## src/rtl/ddu_pkg.sv

```systemverilog
// Shared definitions for the debug display unit memory loader:
// FSM encoding, chunk field layout and debounce default.
package ddu_pkg;

  localparam logic [0:0] ST_IDLE  = 1'b0;
  localparam logic [0:0] ST_WRITE = 1'b1;

  localparam int DEBOUNCE_DEFAULT = 50000;

  localparam int CHUNK_W    = 12;
  localparam int CHUNK0_LSB = 0;
  localparam int CHUNK1_LSB = 12;
  localparam int CHUNK2_LSB = 24;
  localparam int CHUNK2_W   = 8;

  localparam logic [1:0] CHUNK_LAST = 2'd2;

  // The third chunk only has room for the low 8 switch bits.
  function automatic logic [31:0] insert_chunk(input logic [31:0]        word,
                                               input logic [1:0]         idx,
                                               input logic [CHUNK_W-1:0] sw);
    logic [31:0] result;
    result = word;
    case (idx)
      2'd0:    result[CHUNK0_LSB +: CHUNK_W]  = sw;
      2'd1:    result[CHUNK1_LSB +: CHUNK_W]  = sw;
      2'd2:    result[CHUNK2_LSB +: CHUNK2_W] = sw[CHUNK2_W-1:0];
      default: result = word;
    endcase
    return result;
  endfunction

endpackage

```

## src/rtl/btn_debounce.sv

```systemverilog
// Push-button conditioning: 2-flop synchronizer, stability counter and
// a one-cycle pulse on each debounced 0->1 transition.
module btn_debounce #(
  parameter int DEBOUNCE_CYCLES = ddu_pkg::DEBOUNCE_DEFAULT
) (
  input  logic clk_5M,
  input  logic reset,
  input  logic btn_raw,
  output logic level,
  output logic press
);

  localparam int CNT_W = $clog2(DEBOUNCE_CYCLES + 1);
  localparam logic [CNT_W-1:0] CNT_LAST = CNT_W'(DEBOUNCE_CYCLES - 1);

  logic             sync_q1;
  logic             sync_q2;
  logic [CNT_W-1:0] stable_cnt;
  logic             level_d;

  // NOTE: sequential state uses non-blocking assignments so every flop
  // samples pre-edge values regardless of statement order.
  always_ff @(posedge clk_5M or posedge reset) begin
    if (reset) begin
      sync_q1 <= 1'b0;
      sync_q2 <= 1'b0;
    end else begin
      sync_q1 <= btn_raw;
      sync_q2 <= sync_q1;
    end
  end

  // Level flips only after an unbroken run of disagreeing samples.
  always_ff @(posedge clk_5M or posedge reset) begin
    if (reset) begin
      stable_cnt <= '0;
      level      <= 1'b0;
    end else if (sync_q2 != level) begin
      if (stable_cnt == CNT_LAST) begin
        level      <= sync_q2;
        stable_cnt <= '0;
      end else begin
        stable_cnt <= stable_cnt + 1'b1;
      end
    end else begin
      stable_cnt <= '0;
    end
  end

  always_ff @(posedge clk_5M or posedge reset) begin
    if (reset) level_d <= 1'b0;
    else       level_d <= level;
  end

  assign press = level & ~level_d;

endmodule

```

## src/rtl/ddu_mem_loader.sv

```systemverilog
// Assembles a 32-bit word from three 12-bit switch entries and issues one
// acknowledged write per word to the data memory debug port.
module ddu_mem_loader
  import ddu_pkg::*;
#(
  parameter int DEBOUNCE_CYCLES = DEBOUNCE_DEFAULT,
  parameter int ADDR_W          = 8
) (
  input  logic              clk_5M,
  input  logic              reset,
  input  logic [11:0]       sw_data,
  input  logic              load_btn,
  input  logic              abort,
  output logic [ADDR_W-1:0] mem_addr,
  output logic [31:0]       mem_wdata,
  output logic              mem_we,
  input  logic              mem_ack,
  output logic [1:0]        chunk_idx,
  output logic              busy,
  output logic [7:0]        wr_count
);

  logic       state;
  logic       btn_level;
  logic       press;

  btn_debounce #(
    .DEBOUNCE_CYCLES(DEBOUNCE_CYCLES)
  ) u_deb (
    .clk_5M (clk_5M),
    .reset  (reset),
    .btn_raw(load_btn),
    .level  (btn_level),
    .press  (press)
  );

  // Presses and aborts are only honoured in IDLE; a committed request
  // stays on the bus until the memory acknowledges it.
  always_ff @(posedge clk_5M or posedge reset) begin
    if (reset) begin
      state     <= ST_IDLE;
      mem_addr  <= '0;
      mem_wdata <= '0;
      mem_we    <= 1'b0;
      busy      <= 1'b0;
      chunk_idx <= 2'd0;
      wr_count  <= 8'd0;
    end else begin
      case (state)
        ST_IDLE: begin
          if (abort) begin
            chunk_idx <= 2'd0;
          end else if (press) begin
            mem_wdata <= insert_chunk(mem_wdata, chunk_idx, sw_data);
            if (chunk_idx == CHUNK_LAST) begin
              chunk_idx <= 2'd0;
              mem_we    <= 1'b1;
              busy      <= 1'b1;
              state     <= ST_WRITE;
            end else begin
              chunk_idx <= chunk_idx + 2'd1;
            end
          end
        end
        ST_WRITE: begin
          if (mem_ack) begin
            mem_we   <= 1'b0;
            busy     <= 1'b0;
            mem_addr <= mem_addr + 1'b1;
            wr_count <= wr_count + 8'd1;
            state    <= ST_IDLE;
          end
        end
        default: state <= ST_IDLE;
      endcase
    end
  end

  logic unused_level;
  assign unused_level = btn_level;

endmodule

```

## config.mk

```make
export PLATFORM = sky130hd
export DESIGN_NAME = ddu_mem_loader
export DESIGN_NICKNAME = d
export VERILOG_FILES = /design/src/rtl/ddu_pkg.sv /design/src/rtl/btn_debounce.sv /design/src/rtl/ddu_mem_loader.sv
export SDC_FILE = /design/constraint.sdc
export NUM_CORES = 1
export LEC_CHECK = 0
export ABC_CLOCK_PERIOD_IN_PS = 3000
export BUFFER_PORTS_ARGS = -buffer_cell sky130_fd_sc_hd__buf_2
export CORE_ASPECT_RATIO = 0.75
export CORE_UTILIZATION = 30
export DETAILED_ROUTE_END_ITERATION = 6
export PLACE_DENSITY = 0.49
export SETUP_SLACK_MARGIN = 0.1
export SLEW_MARGIN = 20
export SYNTH_ARGS = -nofsm -noshare
export SYNTH_HDL_FRONTEND = slang
export SYNTH_SLANG_ARGS = --single-unit
```

## constraint.sdc

```tcl
create_clock -name clk_5M -period 3 [get_ports clk_5M]
set_input_delay 0.45 -clock clk_5M [delete_from_list [all_inputs] [get_ports clk_5M]]
set_output_delay 0.45 -clock clk_5M [all_outputs]
set_load 0.02 [all_outputs]
```

Word-level counts from Yosys, hierarchy flattened
Index checks and enable logic that the tools add are counted.
- logic and storage cells: 53
- flip-flop bits (word level): 72
- input bits: 17
- output and inout bits: 52
- reductions and logical operators: 9
- add/subtract/negate cells: 4
- equal/unequal tests: 8
- muxes and demuxes: 15
- bitwise operators: 4
- operator list (kind ; number):
    2-to-1 mux 16 bit ; 2
    adder 16 x 1 -> 16 bit, second input constant ; 1
    adder 8 x 1 -> 8 bit, second input constant ; 2
    == test 16 bit, second input constant ; 1
    AND reduction 4 bit ; 4
    2-to-1 mux 1 bit ; 8
    inequality test 2 bit, second input constant ; 4
    2-to-1 mux 2 bit ; 3
    AND reduction 2 bit ; 3
    one-hot mux 1 bit (2 select lines) ; 2
    NOT 1 bit ; 3
    adder 2 x 1 -> 2 bit, second input constant ; 1
    == test 2 x 1 -> 1 bit, second input constant ; 1
    == test 2 bit, second input constant ; 1
    logical NOT 2 bit ; 1
    nonzero test 2 bit ; 1
    bitwise AND 1 bit ; 1
    inequality test 1 bit ; 1

Depth between registers and ports, before layout
- word-level depth: 5
- depth in mapped cells: 5
- gate-level depth less buffers: 5

Cells and area by module
From an unflattened synthesis, not the netlist that was laid out.
- cell total of the unflattened synthesis: 232
- area, all modules: 3189.3 um^2
- modules (own cells, without submodules) (module ; sequential area each (um^2) ; times used ; cells an instance ; area an instance (um^2)):
    ddu_mem_loader ; 1301.2 ; 1 ; 146 ; 2194.6
    btn_debounce ; 500.5 ; 1 ; 86 ; 994.7

Least setup slack after synthesis
OpenSTA, ideal clock, no wires.
- path type: register -> register
- from: register chunk_idx[0]
- to: register mem_wdata[0]
- library setup time: 0.125 ns
- buffers on the path: 1
- data arrival time: 1.566 ns
- cell stages (with the launch flop): 5
- period minus slack after synthesis: 1.691 ns
- data required time: 2.875 ns
- setup slack: 1.309 ns
- cells stage by stage: dfrtp_1 > nor4_1 > nor2b_1 > buf_4 > mux2_2
- cells in the longest elaborated chain, start to end: 2
- ends and longest elaborated chain (what ; RTL line ; RTL):
    start, declared ; ddu_mem_loader.sv:18 ; output logic [1:0] chunk_idx,
    start signal, assigned ; ddu_mem_loader.sv:61 ; chunk_idx <= chunk_idx + 2'd1;
    logical NOT 2 bit ; ddu_pkg.sv:24 ; case (idx)
    AND reduction 4 bit (no line) ; n/a ;
    end signal, assigned ; ddu_mem_loader.sv:54 ; mem_wdata <= insert_chunk(mem_wdata, chunk_idx, sw_data);
    end, declared ; ddu_mem_loader.sv:15 ; output logic [31:0] mem_wdata,
No other way between the ends.
A chain may end at the register's enable or synchronous reset.

Final worst setup path
- from: register u_deb.stable_cnt[12]
- to: register u_deb.stable_cnt[2]
- cells in the longest elaborated chain, start to end: 3
- ends and longest elaborated chain (what ; RTL line ; RTL):
    start, declared ; btn_debounce.sv:18 ; logic [CNT_W-1:0] stable_cnt;
    start signal, assigned ; btn_debounce.sv:43 ; stable_cnt <= stable_cnt + 1'b1;
    == test 16 bit ; btn_debounce.sv:39 ; if (stable_cnt == CNT_LAST) begin
    2-to-1 mux 16 bit ; btn_debounce.sv:39 ;
    2-to-1 mux 16 bit ; btn_debounce.sv:38 ; end else if (sync_q2 != level) begin
No other way between the ends.

==> run_results.csv <==
group,metric,value,unit
status,run_status,"completed",
logic_synthesis,synthMuxAreaShare,12.90,%
logic_synthesis,synth_top_area_share,60.91,%
global_route,overflow,0,
clocking,path_clk_slew,0.05,ns
worst_hold_path,min_path_cells,1,
die,core,9309,um^2
sta,fmax,507.2,MHz
logic_synthesis,yosys_register_bits,72,
worst_setup_path,path_buf_inv,0,
sta,setup_violations,0,
worst_setup_path,path_cells,"nor4_1 > nand3_1 > o41ai_4 > nor2_1",
place,dp_hpwl,4106,um
route,drt-initial-drc-count,95,
clocking,cts_made_buffers,9,
route,routedWlPerCell,13.12,um
logic_synthesis,synth_nets,253,
logic_synthesis,ys_types,25,
global_route,grt_pass1_wl,9673,um
run,drv_cap,0,
route,num_vias,1967,
place,gp_congestion,0.7486,
die,die_y,87.99,um
clocking,post_cts_buffers,0,
worst_setup_path,cp_top_family,"compound AO/OA/AOI/OAI gates",
clocking,clock-sinks,72,
final_layout,flow.area_growth_from_synthesis,27.54,%
worst_hold_path,worst_hold_path.endpoint,"u_deb.sync_q1",
clocking,cts_tree,"built",
die,start_util,31.77,%
worst_setup_path,crit_type,"flip-flop to flip-flop",
sta,rsz0062_at_grt,"false",
clocking,clk_latency,0.33,ns
power,powerDensity,593.6,nW/um^2
place,place_area,3451,um^2
die,fp.dieW,116.7,um
power,finalPower,2.239,mW
final_layout,diodes,0,
worst_setup_path,crit_path_start_kind,"flip-flop",
worst_setup_path,r2r-start,"u_deb.stable_cnt[12]",
place,port_buffers,68,
logic_synthesis,netlist_area,2958,um^2
logic_synthesis,postSynthCellCount,233,
global_route,grt_pass1_vias,1935,
sta,finalCritPeriodShare,65.73,%
worst_setup_path,rrSetupSlack,1.03,ns
worst_hold_path,min_path_type,"input pin to flip-flop",
logic_synthesis,synth_fa_ha_area_share,1.269,%
die,placement_rows,30,
worst_setup_path,cp_slowest_cell,"o41ai_4",
sta,slew_violations,0,
final_layout,fillers,922,
sta,fin_crit,1.972,ns
global_route,grt_antenna_before_repair,0,
clocking,holdBufCountCts,0,
route,vias_per_cell,4.460,
sta,setup-tns-final,0,ns
worst_setup_path,r2r_end,"u_deb.stable_cnt[2]",
sta,fin_ws,1.028,ns
logic_synthesis,synthSimpleGateAreaFrac,12.94,%
final_layout,fin_nets,329,
die,fp.dieArea,10260,um^2
logic_synthesis,syn_area_per_cell,12.69,um^2
logic_synthesis,yosys_warnings,0,
global_route,grt_start_max_net_pins,38,
worst_setup_path,worstPathArrival,2.15,ns
die,ios,69,
route,detail-route-antenna-nets,0,
worst_hold_path,min_from,"load_btn",
worst_setup_path,required,3.18,ns
global_route,globalRouteTotalUtil,12.74,%
route,routed_wl,5788,um
worst_setup_path,slowest_delay,0.83,ns
logic_synthesis,synth_area_leader_cell,"dfrtp_1",
worst_setup_path,worstRegToRegCells,4,
clocking,cts-root-buf,"clkbuf_16",
final_layout,final_area,3772,um^2
clocking,clk_path_buf_depth,2,
place,pre_cts_ws,0.9528,ns
worst_setup_path,path_max_fanout,16,
route,firstDrtPassIters,4,
final_layout,drive_gt1_share,38.02,%
sta,tightest_slew,0.8524,ns
logic_synthesis,synth_compound_area_share,1.438,%
power,p_leak,1.931,nW
sta,maxSlewHeadroom,42.98,%
sta,hold_viol_final,0,
power,ir_drop,0.2492,mV
route,route.detailed.drc,0,
logic_synthesis,synth.area.top_cells,"dfrtp_1 61%, mux2_2 13%, xnor2_1 6.5%",
worst_setup_path,end_kind,"flip-flop",
logic_synthesis,yosysSeqAreaShare,60.91,%
clocking,cts_htree_levels,3,
logic_synthesis,synth_top_family_by_area,"simple AND/OR/NAND/NOR gates",
logic_synthesis,synth_xor_area_share,8.587,%
sta,fin_worst_skew,0.004509,ns
clocking,cts_resized,0,
==> flip-flops by register name, indices dropped and copies added (netlist names), 2 cells and up <==
signal	flops
mem_wdata	32
u_deb.stable_cnt	16
mem_addr	8
wr_count	8
chunk_idx	2
==> Yosys cell counts <==
cell type,instances
dfrtp_1,72
mux2_2,33
nor2_1,22
xnor2_1,22
nand2_1,21
nand3_1,8
nand4_1,8
nor4_1,7
xor2_1,7
inv_1,6
nor3_1,5
ha_1,3
o21ai_0,3
and3_1,2
and4_1,2
buf_4,2
nor2b_1,2
and2_1,1
buf_2,1
buf_6,1
clkbuf_1,1
mux2i_1,1
nand2b_1,1
nand3b_1,1
o41ai_4,1
==> worst max path at each step <==
stage	startpoint	slack [ns]	cells past startpoint	to
after global routing	u_deb.stable_cnt[12]	0.81	4	u_deb.stable_cnt[2]
after global placement	u_deb.stable_cnt[12]	0.99	4	u_deb.stable_cnt[6]
final	u_deb.stable_cnt[12]	1.03	4	u_deb.stable_cnt[2]
after detailed placement	u_deb.stable_cnt[12]	0.95	4	u_deb.stable_cnt[2]
after floorplan	reset	0.73	1	busy
after CTS	u_deb.stable_cnt[12]	0.95	4	u_deb.stable_cnt[2]
==> cells in the final DEF, fill, tap and decap left out, types with 2 or more instances in the layout <==
master	n
bufinv_16	2
and3_1	2
clkbuf_8	2
and4_1	2
dfrtp_1	72
inv_1	5
xor2_1	7
o21ai_0	3
mux2_2	33
nor2_1	22
nor2b_1	2
ha_1	3
nor4_1	7
xnor2_1	22
clkbuf_16	9
nand4_1	8
buf_2	68
nor3_1	5
nand3_1	8
nand2_1	21
==> cell type report <==
type	instances	area (um^2)	share of cell area [%]
multi-input cells	150	1099	29.12
clock buffers	12	256.5	6.799
clock inverters	3	65.06	1.725
flip-flops and latches	72	1802	47.76
well taps	128	160.2	4.245
repair buffers	70	367.9	9.751
inverters	6	22.52	0.5970
==> power by group <==
| group | switching (mW) | total, mW | internal [mW] |
|---|---|---|---|
| logic | 0.0601 | 0.0954 | 0.0352 |
| registers | 0.0144 | 1.00 | 0.990 |
| clock network | 0.372 | 1.14 | 0.767 |
==> per-layer routing <==
metal  up-vias  routed length [um]  track usage (%)
li1        963                   -                -
met1       949                2897            16.83
met2        48                2500            18.61
met5         -                   0                0
met3         7                 295            4.913
met4         0                  95            5.524
==> through the flow <==
stage / hold slack [ns] / instances / utilization [%]
after floorplan: 0.3312 / 233 / -
after global placement: 0.3421 / 426 / 37.07
after detailed placement: 0.3347 / 426 / 37.07
after CTS: 0.2164 / 441 / 40.52
after global routing: 0.2208 / 441 / 40.52
final: 0.2292 / 441 / 40.52
==> kinds of logic after synthesis <==
group                    after synthesis
AO/OA/AOI/OAI                          4
XOR/XNOR                              29
multiplexers                          34
AND/OR/NAND/NOR                       80
buffers and inverters                 11
flip-flops                            72
adder cells (fa/ha/maj)                3
==> worst register-to-register path: cells and delay by family, from the launching register on <==
family / cells / cell delay [ns]
compound gates: 1 / 0.83
flops: 1 / 0.42
simple gates: 3 / 0.57
Power figures use the tool's default switching activity.
